**src/rtl/dcache_stb_responder.sv**
```systemverilog
// Store-buffer responder: accepts one store at a time, waits ACK_LAT cycles, pulses ack,
// and commits the enabled byte lanes into a small reset-cleared word array on leaving ACK.
module dcache_stb_responder #(
    parameter int ADDR_WIDTH     = 32,
    parameter int DATA_WIDTH     = 32,
    parameter int BYTE_SEL_WIDTH = 4,
    parameter int DEPTH          = 16,
    parameter int ACK_LAT        = 2
) (
    input  logic                      clk,
    input  logic                      rst,
    input  logic [ADDR_WIDTH-1:0]     stb2dcache_addr,
    input  logic [DATA_WIDTH-1:0]     stb2dcache_wdata,
    input  logic [BYTE_SEL_WIDTH-1:0] stb2dcache_sel_byte,
    input  logic                      stb2dcache_w_en,
    input  logic                      stb2dcache_req,
    input  logic                      dmem_sel_i,
    input  logic                      dcache_busy_i,
    output logic                      dcache2stb_ack,
    input  logic [$clog2(DEPTH)-1:0]  dbg_addr,
    output logic [DATA_WIDTH-1:0]     dbg_rdata,
    output logic [15:0]               wr_count
);
    localparam int IDX_W = $clog2(DEPTH);

    typedef enum logic [1:0] {IDLE, WAIT, ACK} state_t;

    state_t                    state_reg, state_next;
    logic [3:0]                cnt_reg, cnt_next;
    logic                      ack_reg, ack_next;
    logic [ADDR_WIDTH-1:0]     addr_reg;
    logic [DATA_WIDTH-1:0]     wdata_reg;
    logic [BYTE_SEL_WIDTH-1:0] sel_reg;
    logic                      wen_reg;
    logic [15:0]               wr_count_reg;
    logic                      accept;
    logic                      do_write;
    logic [IDX_W-1:0]          wr_idx;
    logic [DATA_WIDTH-1:0]     word_arr [DEPTH];
    logic                      unused_addr_bits;

    assign accept = (state_reg == IDLE) && stb2dcache_req && dmem_sel_i && !dcache_busy_i;
    assign wr_idx = addr_reg[IDX_W+1:2];
    // Byte offset and bits above the word index alias onto the same word.
    assign unused_addr_bits = ^{addr_reg[ADDR_WIDTH-1:IDX_W+2], addr_reg[1:0]};

    // State register and transaction latches
    always_ff @(posedge clk) begin
        if (rst) begin
            state_reg <= IDLE;
            cnt_reg   <= '0;
            ack_reg   <= 1'b0;
            addr_reg  <= '0;
            wdata_reg <= '0;
            sel_reg   <= '0;
            wen_reg   <= 1'b0;
        end else begin
            state_reg <= state_next;
            cnt_reg   <= cnt_next;
            ack_reg   <= ack_next;
            if (accept) begin
                addr_reg  <= stb2dcache_addr;
                wdata_reg <= stb2dcache_wdata;
                sel_reg   <= stb2dcache_sel_byte;
                wen_reg   <= stb2dcache_w_en;
            end
        end
    end

    // Next-state logic
    always_comb begin
        state_next = state_reg;
        cnt_next   = cnt_reg;
        case (state_reg)
            IDLE: begin
                if (accept) begin
                    cnt_next   = 4'(ACK_LAT);
                    state_next = (ACK_LAT > 0) ? WAIT : ACK;
                end
            end
            WAIT: begin
                cnt_next = cnt_reg - 4'd1;
                if (cnt_reg <= 4'd1) begin
                    state_next = ACK;
                end
            end
            ACK:     state_next = IDLE;
            default: state_next = IDLE;
        endcase
    end

    // Output logic: ack is registered so it is high exactly while in ACK
    always_comb begin
        ack_next = (state_next == ACK);
        do_write = (state_reg == ACK) && wen_reg;
    end

    assign dcache2stb_ack = ack_reg;

    always_ff @(posedge clk) begin
        if (rst) begin
            wr_count_reg <= '0;
        end else if (do_write && (wr_count_reg != 16'hFFFF)) begin
            wr_count_reg <= wr_count_reg + 16'd1;
        end
    end

    assign wr_count = wr_count_reg;

    // Word array is register-based so reset can clear it and reads stay combinational.
    genvar gi;
    generate
        for (gi = 0; gi < DEPTH; gi++) begin : g_word
            logic [DATA_WIDTH-1:0] word_reg;
            always_ff @(posedge clk) begin
                if (rst) begin
                    word_reg <= '0;
                end else if (do_write && (wr_idx == IDX_W'(gi))) begin
                    for (int b = 0; b < BYTE_SEL_WIDTH; b++) begin
                        if (sel_reg[b]) begin
                            word_reg[b*8 +: 8] <= wdata_reg[b*8 +: 8];
                        end
                    end
                end
            end
            assign word_arr[gi] = word_reg;
        end
    endgenerate

    assign dbg_rdata = word_arr[dbg_addr];

endmodule

```
**config.mk**
```make
export PLATFORM = sky130hd
export DESIGN_NAME = dcache_stb_responder
export DESIGN_NICKNAME = d
export VERILOG_FILES = /design/src/rtl/dcache_stb_responder.sv
export SDC_FILE = /design/constraint.sdc
export NUM_CORES = 1
export LEC_CHECK = 0
export BUFFER_PORTS_ARGS = -buffer_cell sky130_fd_sc_hd__buf_2
export CAP_MARGIN = 0
export CORE_UTILIZATION = 40
export DETAILED_ROUTE_END_ITERATION = 10
export GPL_ROUTABILITY_DRIVEN = 0
export RECOVER_POWER = 50
export SYNTH_ARGS = -nofsm -noshare
export SYNTH_HDL_FRONTEND = slang
export SYNTH_SLANG_ARGS = --single-unit
```
**constraint.sdc**
```tcl
create_clock -name clk -period 2 [get_ports clk]
set_clock_uncertainty 0.05 [all_clocks]
set_input_delay 0.1 -clock clk [delete_from_list [all_inputs] [get_ports clk]]
set_output_delay 0.1 -clock clk [all_outputs]
set_load 0.01 [all_outputs]
```
==> results of run 1 <==
==> repair_timing <==
| action | in CTS | in global routing |
|---|---|---|
| cloned | 1 | 1 |
| hold buffers | 45 | 0 |
| resized for setup | 39 | 53 |
| pin swaps | 0 | 4 |
| endpoints found under the hold margin | 85 | 0 |
| endpoints found under the setup margin | 53 | 85 |
| buffers inserted | 5 | 8 |
==> area by class of cell <==
type | instances | share of cell area, %
inverters | 5 | 0.0619
multi-input cells | 1490 | 41.6
repair buffers | 329 | 10.6
clock buffers | 85 | 5.65
well taps | 837 | 3.45
clock inverters | 12 | 0.376
flip-flops and latches | 576 | 38.2
diodes | 2 | 0.0165
==> through the flow <==
step	hold slack, ns	utilization [%]
finish	0.0389	48.9
floorplan	0.186	-
detailed placement	0.296	45.5
global route	0.0698	48.9
global placement	0.290	45.5
CTS	0.0116	49.6
==> critical path, stage by stage (launching register included) <==
cell and delay (ns):
dfxtp_1 0.31, mux4_2 0.50, mux4_2 0.54, buf_6 0.15
==> cells in the final DEF (no fill, tap or decap), drive strengths merged, types with 5 or more instances in the layout <==
cell type,n
nand3,10
o21ai,8
clkbuf,125
nand2,86
nor2,525
mux2i,513
inv,6
buf,244
nor3,57
or3b,5
or3,22
dfxtp,576
nand4,5
o31ai,6
or4,7
a21oi,56
nand3b,11
mux4,160
clkinv,9
dlygate4sd3,45
==> worst min-delay path by stage <==
stage                         start            end  slack [ns]  cells after the start
6_report                 dmem_sel_i     cnt_reg[0]        0.04                      5
5_1_grt                  dmem_sel_i     cnt_reg[0]        0.07                      5
4_1_cts                  dmem_sel_i     cnt_reg[0]        0.01                      5
3_5_place_dp   stb2dcache_wdata[30]  wdata_reg[30]        0.30                      3
3_3_place_gp    stb2dcache_wdata[8]   wdata_reg[8]        0.29                      3
2_1_floorplan    stb2dcache_addr[2]    addr_reg[2]        0.19                      2
==> per-layer routing <==
| metal | up-vias | global-route usage (%) | part of all wire [%] |
|---|---|---|---|
| li1 | 8320 | - | - |
| met1 | 8665 | 25.6 | 44 |
| met2 | 320 | 34.1 | 50 |
| met3 | 106 | 2.74 | 3.8 |
| met4 | 0 | 6.01 | 2.6 |
| met5 | - | 0 | 0 |
==> synth_stat cells (3+ instances only) <==
cell | number | area [sq um]
a21oi_1 | 56 | 280
buf_1 | 35 | 131
buf_2 | 38 | 190
buf_4 | 3 | 22.5
clkbuf_1 | 130 | 488
dfxtp_1 | 576 | 11500
ha_1 | 3 | 37.5
inv_1 | 5 | 18.8
mux2i_1 | 513 | 5130
mux4_2 | 160 | 3600
nand2_1 | 86 | 323
nand3_1 | 10 | 50.1
nand3b_1 | 11 | 82.6
nand4_1 | 4 | 25.0
nor2_1 | 525 | 1970
nor3_1 | 9 | 45.0
nor3_4 | 48 | 781
o21ai_0 | 8 | 40.0
o31ai_1 | 6 | 45.0
or2_2 | 3 | 18.8
or3_1 | 22 | 138
or3b_1 | 5 | 43.8
or4_1 | 6 | 45.0
==> power by group <==
group	switching (W)	total, W	internal (W)
logic	0.000535	0.000957	0.000422
registers	0.000121	0.0116	0.0115
clock network	0.00442	0.0105	0.00612
==> cell families (layout without fill, tap and decap cells) <==
family	count (synthesis)	after routing
simple gates	737	737
mux	673	673
flops	576	576
buf+inv	213	431
compound gates	76	76
fa+ha+maj	3	3
xor+xnor	1	1
other cells	0	2
==> out/results.env, run 1 <==
OUTCOME='finished with violations'
FAILING_CHECKS='setup timing'
FIRST_GLOBAL_VIAS=17500
DETAILROUTE.VIA_COUNT=17400
MAXSLEWVIOLCOUNT=0
FIN_CRIT_SH_PCT=113
FINALWORSTSETUPSLACK_NS=-0.252
GRT_SETUP_UNREPAIRED='true'
GLOBALROUTETOTALUTIL_PCT=19.8
PWR_DENSITY_CELL_mW_PER_MM2=762
SYNTH_COMPOUND_AREA_SHARE_PCT=1.65
ENDPOINT_OF_THE_MOST_CRITICAL_REGISTER_TO_REGISTER_PATH='g_word[15].word_reg[20]'
CTS_ROOT_BUFFER='clkbuf_16'
CP_DATA_ARRIVAL_TIME_NS=2.10
DRIVE_GT1_SHARE_PCT=24.2
CTS_BUFS_INSERTED=57
SYNTHESIS.YOSYS.WARNINGS=0
SYNTH-SEQ-CELLS=576
SETUP_VIOL_COUNT_FINAL=312
CLOCK_SINKS=576
DRCVIOLATIONCOUNT=0
CLKLATENCYLATEPIN_NS=0.61
SYNTH_SIMPLE_GATE_AREA_SHARE_PCT=14.2
CP.REQUIRED_NS=1.85
FINALINSTANCEAREA_SQ_MM=0.0303
TIMING.FINAL.CRIT_PERIOD_NS=2.25
TOTALWIRELENGTH_MICRONS=63000
R2R-START='state_reg[0]'
REGISTER_AREA_SQ_MM=0.0116
DIE_HEIGHT_MICRONS=253
YOSYS_MOST_USED_DFF='dfxtp_1'
GRT_REMAINING_OVERFLOW=0
POST_SYNTH_FA_HA_MAJ_AREA_FRACTION_PCT=0.149
POSTPLACECELLAREA_SQ_MM=0.0282
CRIT_PATH_END_KIND='output port'
1ST_ITER_DRT_VIOLS=1000
INITIAL_CORE_UTIL_PCT=40.7
DIE_WIDTH_MICRONS=253
YS_ASYNC_SR_FRACTION_PCT=0
HOLD_CLASS='in -> reg'
SYNTHESIS.AREA_SQ_MM=0.0252
NUMBER_OF_LEVELS_IN_THE_CLOCK_H_TREE=2
ROUTEDWLPERCELL_MICRONS=18.9
POWER_W=0.0231
SYNTHTOLAYOUTAREAGROWTH_PCT=20.4
CAP_VIOLATIONS=0
FMAX_MHz=444
CTSLONGESTPATHBUFFERS=3
MAXIMUM_NUMBER_OF_PINS_ON_ONE_NET_BEFORE_GLOBAL_ROUTE_REPAIR=95
HOLD_VIOLATIONS=0
BOUNDARYPINS=127
CLK_TRANSITION_REPORTED_PATHS_NS=0.06
TIMING.REG2REG.SETUP_SLACK_NS=-0.22
FIRST_PASS_ITERS=5
PLACEMENT.IO_BUFFERS=98
CRITICAL_PATH_CLASS='reg -> out'
SYNTH_CELL_TYPES=38
POST-PLACE-WS_NS=-0.0270
GLOBAL_ROUTE_WIRE_LENGTH_BEFORE_REPAIR_MICRONS=99000
SYNTH_EDF_COUNT=0
START_KIND='flip-flop'
MULTIINPUTGATEAREA_SQ_MM=0.0126
FIN_NETS=2540
FP.COREAREA_SQ_MM=0.0619
MAX_SLEW.WORST_PIN.SLEW_NS=0.736
CRIT_PATH_START='g_word[15].word_reg[15]'
CLOCK_TREE_FROM_TRITONCTS='built'
MAPPEDNETLISTNETS=2360
DIE_AREA_SQ_MM=0.0640
FIN_TNS_SETUP_NS=-27.35
ANT_NETS=0
FINAL.FILL_COUNT=5560
ANTENNA_FOUND_INITIAL=2
RR_WORST_DEPTH=7
VDD.IR_DROP.WORST_mV=0.653
FLOORPLAN.ROWS=91
DRT-VIAS-PER-INSTANCE=5.22
CRIT_FANOUT=2
INSTANCES_NO_FILL=3336
HPWLAFTERDP_MICRONS=40400
MUXSHAREOFSYNTHAREA_PCT=34.7
PLACED_CELLS_INCL_TAPS=3177
SYNTH_TOP_FAMILY_BY_AREA='multiplexers'
SYNTH_XOR_AREA_SHARE_PCT=0.0348
LARGEST_REGISTER_FF_COUNT=512
NETLIST_INSTANCES=2279
RELATIVE_SLEW_SLACK_PCT=50.9
SEQ_AREA_FRAC_SYNTH_PCT=45.8
P_LEAK_nW=11.6
SYN_AVG_CELL_AREA_SQ_UM=11.1
SETUP.WORST_PATH.END='dbg_rdata[15]'
(Power assumes the default switching activity.)
==> inputs of run 2 (changes only) <==
--- a/config.mk
+++ b/config.mk
@@ -10,7 +10,9 @@
 export CORE_UTILIZATION = 40
 export DETAILED_ROUTE_END_ITERATION = 10
 export GPL_ROUTABILITY_DRIVEN = 0
+export PLACE_DENSITY_LB_ADDON = 0.08
 export RECOVER_POWER = 50
+export SLEW_MARGIN = 15
 export SYNTH_ARGS = -nofsm -noshare
 export SYNTH_HDL_FRONTEND = slang
 export SYNTH_SLANG_ARGS = --single-unit
==> run 2 against run 1 <==
Against the previous run: the run still ends with setup timing left; sequential power about the same; non-clock buffer count down 4; flip-flop and latch count unchanged; first-iteration DRC count down 12%; global-route usage up 1.4 points; register-to-register slack better by 0.12 ns; die area unchanged; clock power up 17%; largest cell class unchanged.
==> out/results.env, run 2 (synthesis gave the netlist of run 1 again) <==
FINAL.FILL_COUNT=5728  # was 5560
PATH_BUF_INV=1  # unchanged
GLOBALROUTETOTALUTIL_PCT=21.1  # was 19.8%
MAXSLEWVIOLCOUNT=0  # unchanged
FAILING_CHECKS='setup timing'  # unchanged
INITIAL_CORE_UTIL_PCT=40.7  # unchanged
DIE_AREA_SQ_MM=0.0640  # unchanged
DRT-VIAS-PER-INSTANCE=5.17  # was 5.22
OUTCOME='finished with violations'  # unchanged
HOLD_END='wdata_reg[23]'  # was cnt_reg[0]
FINALWORSTSETUPSLACK_NS=-0.237  # was -0.252 ns
MOSTFREQUENTLAYOUTCELL='dfxtp_1'  # unchanged
MAX_SLEW.WORST_PIN.SLEW_NS=0.722  # was 0.736 ns
POWER_W=0.0249  # was 0.0231 W
P_SW_W=0.00544  # was 0.00507 W
PLACEMENT.IO_BUFFERS=98  # unchanged
DIE_HEIGHT_MICRONS=253  # unchanged
DETAILROUTE.VIA_COUNT=17300  # was 17400
INTPOWER_W=0.0195  # was 0.0180 W
1ST_ITER_DRT_VIOLS=877  # was 1000
CRITICAL-PATH-TOP-CELL-BY-COUNT='mux4_2'  # unchanged
NUMBER_OF_LEVELS_IN_THE_CLOCK_H_TREE=3  # was 2
CRITICAL_PATH_CLASS='reg -> out'  # unchanged
FMAX_MHz=447  # was 444 MHz
CP.REQUIRED_NS=1.85  # about the same
CRIT_PATH_END_KIND='output port'  # unchanged
RR_WORST_DEPTH=6  # was 7
CTSLONGESTPATHBUFFERS=3  # unchanged
MULTIINPUTGATEAREA_SQ_MM=0.0126  # about the same
CTS_BUFS_INSERTED=67  # was 57
GRT_SETUP_UNREPAIRED='true'  # unchanged
FIRST_GLOBAL_VIAS=17600  # was 17500
FP.COREAREA_SQ_MM=0.0619  # unchanged
WHS_PATH_DEPTH=4  # was 5
HOLD_CLASS='in -> reg'  # unchanged
CLK_TRANSITION_REPORTED_PATHS_NS=0.06  # about the same
CAP_VIOLATIONS=0  # unchanged
CLKPWRFRAC_PCT=49.3  # was 45.6%
CP_DATA_ARRIVAL_TIME_NS=2.09  # was 2.10 ns
CLKLATENCYLATEPIN_NS=0.59  # was 0.61 ns
CLOCK_SINKS=576  # unchanged
SWSHARE_PCT=21.8  # was 21.9%
CTS_ROOT_BUFFER='clkbuf_16'  # unchanged
TIMING.CRITICAL_PATH.CELLS='mux4_2 > mux4_2 > buf_6'  # unchanged
RELATIVE_SLEW_SLACK_PCT=51.8  # was 50.9%
TOTALWIRELENGTH_MICRONS=66200  # was 63000 microns
START_KIND='flip-flop'  # unchanged
ENDPOINT_OF_THE_MOST_CRITICAL_REGISTER_TO_REGISTER_PATH='g_word[12].word_reg[0]'  # was g_word[15].word_reg[20]
ROUTEDWLPERCELL_MICRONS=19.7  # was 18.9 microns
FIRST_PASS_ITERS=5  # unchanged
PWR_DENSITY_CELL_mW_PER_MM2=812  # was 762 mW/mm^2
N_ANTENNA_CELL=0  # was 2
ANT_NETS=0  # unchanged
REGISTER_AREA_SQ_MM=0.0116  # about the same
CLOCK_TREE_FROM_TRITONCTS='built'  # unchanged
HOLD_SLACK_NS=0.246  # was 0.0389 ns
GLOBAL_ROUTE_WIRE_LENGTH_BEFORE_REPAIR_MICRONS=104000  # was 99000 microns
DIE_WIDTH_MICRONS=253  # unchanged
PATH_DELAY_FAMILY='multiplexers'  # unchanged
SETUP_VIOL_COUNT_FINAL=92  # was 312
BOUNDARYPINS=127  # unchanged
VDD.IR_DROP.WORST_mV=0.519  # was 0.653 mV
CRIT_PATH_TOP_DELAY_CELL='mux4_2'  # unchanged
DRIVE_GT1_SHARE_PCT=24.1  # was 24.2%
SEQUENTIALPOWERSHARE_PCT=46.7  # was 50.3%
P_LEAK_nW=11.7  # was 11.6 nW
CRITPATHMAXSTAGEDELAY_NS=0.53  # was 0.54 ns
GRT_REMAINING_OVERFLOW=0  # unchanged
DRCVIOLATIONCOUNT=0  # unchanged
SYNTHTOLAYOUTAREAGROWTH_PCT=21.9  # was 20.4%
HOLD_PATH_STARTPOINT='stb2dcache_wdata[23]'  # was dmem_sel_i
FLOORPLAN.ROWS=91  # unchanged
HOLD_VIOLATIONS=0  # unchanged
FIN_CRIT_SH_PCT=112  # was 113%
HPWLAFTERDP_MICRONS=41600  # was 40400 microns
FINAL_CELL_MIX='dfxtp_1, nor2_1, mux2i_1'  # unchanged
TIMING.FINAL.CRIT_PERIOD_NS=2.24  # was 2.25 ns
LARGEST_REGISTER_FF_COUNT=512  # unchanged
R2R-START='state_reg[0]'  # unchanged
MAXIMUM_NUMBER_OF_PINS_ON_ONE_NET_BEFORE_GLOBAL_ROUTE_REPAIR=96  # was 95
ANTENNA_FOUND_INITIAL=0  # was 2
CRIT_FANOUT=2  # unchanged
POWER.SHARE.COMBINATIONAL_PCT=4.0  # was 4.1%
FIN_NETS=2546  # was 2540
TIMING.REG2REG.SETUP_SLACK_NS=-0.10  # was -0.22 ns
==> run 2: cell count changes in the layout (fill, tap and decap cells not counted), sizes merged <==
cell    before  now
diode        2    0
buf        244  237
clkbuf     125  143
bufinv       2    5
clkinv       9   11
==> run 2: metal layers <==
| layer | up-vias | routed length, microns | GRT usage, % |
|---|---|---|---|
| met4 | 0 | 1510 | 6.13 |
| met5 | - | 0 | 0 |
| met3 | 82 | 2020 | 3.05 |
| li1 | 8371 | - | - |
| met2 | 251 | 32400 | 35.9 |
| met1 | 8624 | 30200 | 27.8 |
==> run 2: what timing repair did <==
action | in CTS | in global routing
gates resized for setup | 37 | 46
endpoints found under the setup margin | 129 | 56
endpoints found under the hold margin | 81 | 1
hold buffers | 44 | 1
setup buffers | 3 | 2
cloned | 1 | 0
pin swaps | 2 | 3
==> run 2: how the worst max path moves through the flow <==
stage / from / end / depth (start not counted)
final: g_word[11].word_reg[8] / dbg_rdata[8] / 3
after global routing: g_word[11].word_reg[8] / dbg_rdata[8] / 3
after CTS: g_word[11].word_reg[8] / dbg_rdata[8] / 3
after detailed placement: wr_count[0] / wr_count[15] / 4
after global placement: addr_reg[3] / g_word[4].word_reg[9] / 6
after floorplan: wr_count[0] / wr_count[1] / 6
==> run 2: area by class of cell <==
class,count,area share (%)
Inverter,5,0.0611
Timing Repair Buffer,325,10.6
Multi-Input combinational cell,1490,41.0
Clock inverter,17,0.697
Clock buffer,100,6.50
Tap cell,837,3.41
Sequential cell,576,37.7
==> run 2: power groups by stage <==
stage / clock network (W) / logic (W) / registers [W]
finish: 0.0123 / 0.00100 / 0.0116
global route: 0.0131 / 0.00108 / 0.0116
CTS: 0.0126 / 0.00103 / 0.0116
detailed placement: 0 / 0.000961 / 0.0119
global placement: 0 / 0.000954 / 0.0119
floorplan: 0 / 0.000616 / 0.0118
==> run 2: tightest hold or removal path, stage by stage <==
cell	delay [ns]
dlygate4sd3_1	0.51
buf_2	0.09
nand2_1	0.04
a21oi_1	0.10
==> run 2: metrics by stage <==
step           utilization (%)  instance area, sq um  setup TNS (ns)  setup slack, ns  instances
2_1_floorplan                -                 25200               0           0.0884       2279
3_3_place_gp              45.7                 28300               0          0.00283       3182
3_5_place_dp              45.7                 28300          -0.704          -0.0659       3182
4_1_cts                   50.4                 31200           -7.28           -0.285       3347
5_1_grt                   49.6                 30700          -24.64           -0.291       3350
6_report                  49.6                 30700           -9.78           -0.237       3350
==> inputs of run 3 (changes only) <==
--- a/config.mk
+++ b/config.mk
@@ -7,9 +7,8 @@
 export LEC_CHECK = 0
 export BUFFER_PORTS_ARGS = -buffer_cell sky130_fd_sc_hd__buf_2
 export CAP_MARGIN = 0
-export CORE_UTILIZATION = 40
+export CORE_UTILIZATION = 52
 export DETAILED_ROUTE_END_ITERATION = 10
-export GPL_ROUTABILITY_DRIVEN = 0
 export PLACE_DENSITY_LB_ADDON = 0.08
 export RECOVER_POWER = 50
 export SLEW_MARGIN = 15
==> run 3 against run 2 <==
Against the previous run: the run still ends with setup timing left; clock power shrank 11%; non-clock buffer count grew 1; highest routed layer unchanged; sequential share of layout area grew 0.37 points.
==> out/results.env, run 3 (synthesis gave the netlist of run 1 again) <==
OUTCOME='finished with violations'  # unchanged
FAILING_CHECKS='setup timing'  # unchanged
MAXSLEWVIOLCOUNT=0  # unchanged
MAXIMUM_NUMBER_OF_PINS_ON_ONE_NET_BEFORE_GLOBAL_ROUTE_REPAIR=92  # was 96
DRT-VIAS-PER-INSTANCE=5.53  # was 5.17
RELATIVE_SLEW_SLACK_PCT=53.0  # was 51.8%
USE_MET2_PCT=42.5  # was 35.9%
DETAILROUTE.VIA_COUNT=17300  # about the same
NUMBER_OF_LEVELS_IN_THE_CLOCK_H_TREE=2  # was 3
SETUP_VIOL_COUNT_FINAL=193  # was 92
DRCVIOLATIONCOUNT=0  # unchanged
PLACEMENT.IO_BUFFERS=98  # unchanged
START_KIND='flip-flop'  # unchanged
POSTLAYOUTCOREUTIL_PCT=63.7  # was 49.6%
SEQUENTIALPOWERSHARE_PCT=49.4  # was 46.7%
CLKPWRFRAC_PCT=46.6  # was 49.3%
GLOBAL_ROUTE.PEAK_USAGE_LAYER='met2'  # unchanged
SYNTHTOLAYOUTAREAGROWTH_PCT=20.7  # was 21.9%
TIMING.FINAL.CRIT_PERIOD_NS=2.25  # was 2.24 ns
HOLD_VIOLATIONS=0  # unchanged
CTS_BUFS_INSERTED=59  # was 67
CRIT_FANOUT=2  # unchanged
GLOBALROUTEMET1UTIL_PCT=33.1  # was 27.8%
PATH_BUF_INV=1  # unchanged
CLK_TRANSITION_REPORTED_PATHS_NS=0.06  # about the same
GLOBAL_ROUTE_WIRE_LENGTH_BEFORE_REPAIR_MICRONS=96600  # was 104000 microns
CAP_VIOLATIONS=0  # unchanged
DIE_WIDTH_MICRONS=222  # was 253 microns
TOTALWIRELENGTH_MICRONS=60800  # was 66200 microns
FINALINSTANCEAREA_SQ_MM=0.0304  # was 0.0307 sq mm
GRT_USE_MET3_PCT=3.31  # was 3.05%
BOUNDARYPINS=127  # unchanged
P_LEAK_nW=12.0  # was 11.7 nW
CRIT_PATH_END_KIND='output port'  # unchanged
CP.REQUIRED_NS=1.85  # about the same
CRIT_PATH_TOP_DELAY_CELL='mux4_2'  # unchanged
CLOCK_TREE_FROM_TRITONCTS='built'  # unchanged
POWER.SHARE.COMBINATIONAL_PCT=4.1  # was 4.0%
1ST_ITER_DRT_VIOLS=1008  # was 877
CRITICAL-PATH-TOP-CELL-BY-COUNT='mux4_2'  # unchanged
MAX_SLEW.WORST_PIN.SLEW_NS=0.703  # was 0.722 ns
ANTENNA_FOUND_INITIAL=1  # was 0
CRITICAL_PATH_CLASS='reg -> out'  # unchanged
CLOCK_SINKS=576  # unchanged
POST-PLACE-WS_NS=-0.0259  # was -0.0659 ns
TIMING.CRITICAL_PATH.CELLS='mux4_2 > mux4_2 > buf_6'  # unchanged
POWER_W=0.0235  # was 0.0249 W
PWR_DENSITY_CELL_mW_PER_MM2=774  # was 812 mW/mm^2
HPWLAFTERDP_MICRONS=38600  # was 41600 microns
ANT_NETS=0  # unchanged
POSTPLACECELLAREA_SQ_MM=0.0278  # was 0.0283 sq mm
DIE_AREA_SQ_MM=0.0493  # was 0.0640 sq mm
ROUTEDWLPERCELL_MICRONS=19.5  # was 19.7 microns
FIRST_PASS_ITERS=5  # unchanged
INITIAL_CORE_UTIL_PCT=52.8  # was 40.7%
SWSHARE_PCT=21.7  # was 21.8%
FINALWORSTSETUPSLACK_NS=-0.246  # was -0.237 ns
CLKLATENCYLATEPIN_NS=0.61  # was 0.59 ns
LARGEST_REGISTER_FF_COUNT=512  # unchanged
FIRST_GLOBAL_VIAS=17200  # was 17600
FINAL_CELL_MIX='dfxtp_1, nor2_1, mux2i_1'  # unchanged
INTPOWER_W=0.0184  # was 0.0195 W
VDD.IR_DROP.WORST_mV=0.746  # was 0.519 mV
PLACE.GP.CONGESTION=0.777
GLOBALROUTETOTALUTIL_PCT=24.9  # was 21.1%
FMAX_MHz=445  # was 447 MHz
FLOORPLAN.ROWS=80  # was 91
MOSTFREQUENTLAYOUTCELL='dfxtp_1'  # unchanged
DIE_HEIGHT_MICRONS=222  # was 253 microns
CTSLONGESTPATHBUFFERS=3  # unchanged
DRIVE_GT1_SHARE_PCT=24.5  # was 24.1%
GRT_SETUP_UNREPAIRED='true'  # unchanged
HOLD_CLASS='in -> reg'  # unchanged
CTS_ROOT_BUFFER='clkbuf_16'  # unchanged
P_SW_W=0.00511  # was 0.00544 W
FIN_CRIT_SH_PCT=112  # about the same
CRITPATHMAXSTAGEDELAY_NS=0.52  # was 0.53 ns
GRT_REMAINING_OVERFLOW=0  # unchanged
CP_DATA_ARRIVAL_TIME_NS=2.10  # was 2.09 ns
FIN_NETS=2539  # was 2546
FP.COREAREA_SQ_MM=0.0477  # was 0.0619 sq mm
PATH_DELAY_FAMILY='multiplexers'  # unchanged
-- run 3: area by class of cell --
cell class	count	area [sq um]
Antenna cell	1	2.50
Clock buffer	89	1790
Clock inverter	17	160
Fill cell	3774	17300
Inverter	5	18.8
Multi-Input combinational cell	1490	12800
Sequential cell	576	11600
Tap cell	615	769
Timing Repair Buffer	326	3300
-- run 3: routing by layer --
layer	up-vias	share of wire (%)
met2	306	49
met3	86	3.8
met1	8522	45
met5	-	0
li1	8345	-
met4	0	1.9
-- run 3: repair_timing --
item	4_1_cts	5_1_grt
resized for setup	25	55
pin swaps	0	3
hold endpoints to repair	136	0
gates cloned	1	0
endpoints found under the setup margin	73	50
setup buffers	1	7
hold buffers	45	0
-- run 3: worst paths after layout --
| path | from | end | slack (ns) | cells after the start |
|---|---|---|---|---|
| worst min register to register | g_word[3].word_reg[27] | g_word[3].word_reg[27] | 0.43 | 2 |
| worst max register to register | state_reg[0] | g_word[9].word_reg[4] | -0.12 | 6 |
| worst max-delay path | g_word[11].word_reg[7] | dbg_rdata[7] | -0.25 | 3 |
| worst min-delay path | dmem_sel_i | wdata_reg[24] | 0.13 | 6 |
-- run 3: power groups by stage --
stage / sequential (W) / clock, W / combinational [W]
floorplan: 0.0118 / 0 / 0.000616
global placement: 0.0119 / 0 / 0.000878
detailed placement: 0.0119 / 0 / 0.000888
CTS: 0.0116 / 0.0112 / 0.000964
global route: 0.0116 / 0.0117 / 0.00102
finish: 0.0116 / 0.0110 / 0.000954
-- run 3: metrics by stage --
| step | std cells | setup TNS, ns | hold WS (ns) |
|---|---|---|---|
| after floorplan | 2279 | 0 | 0.186 |
| after global placement | 2958 | 0 | 0.289 |
| after detailed placement | 2958 | -0.0260 | 0.297 |
| after CTS | 3111 | -7.60 | 0.0369 |
| after global routing | 3119 | -33.90 | 0.198 |
| final | 3119 | -10.82 | 0.129 |
-- run 3: worst register-to-register path: stages, from the launching register on --
cell,delay [ns]
dfxtp_1,0.31
or3b_1,0.54
buf_16,0.23
nor3_1,0.42
buf_12,0.20
mux2i_1,0.19
nor2_1,0.05
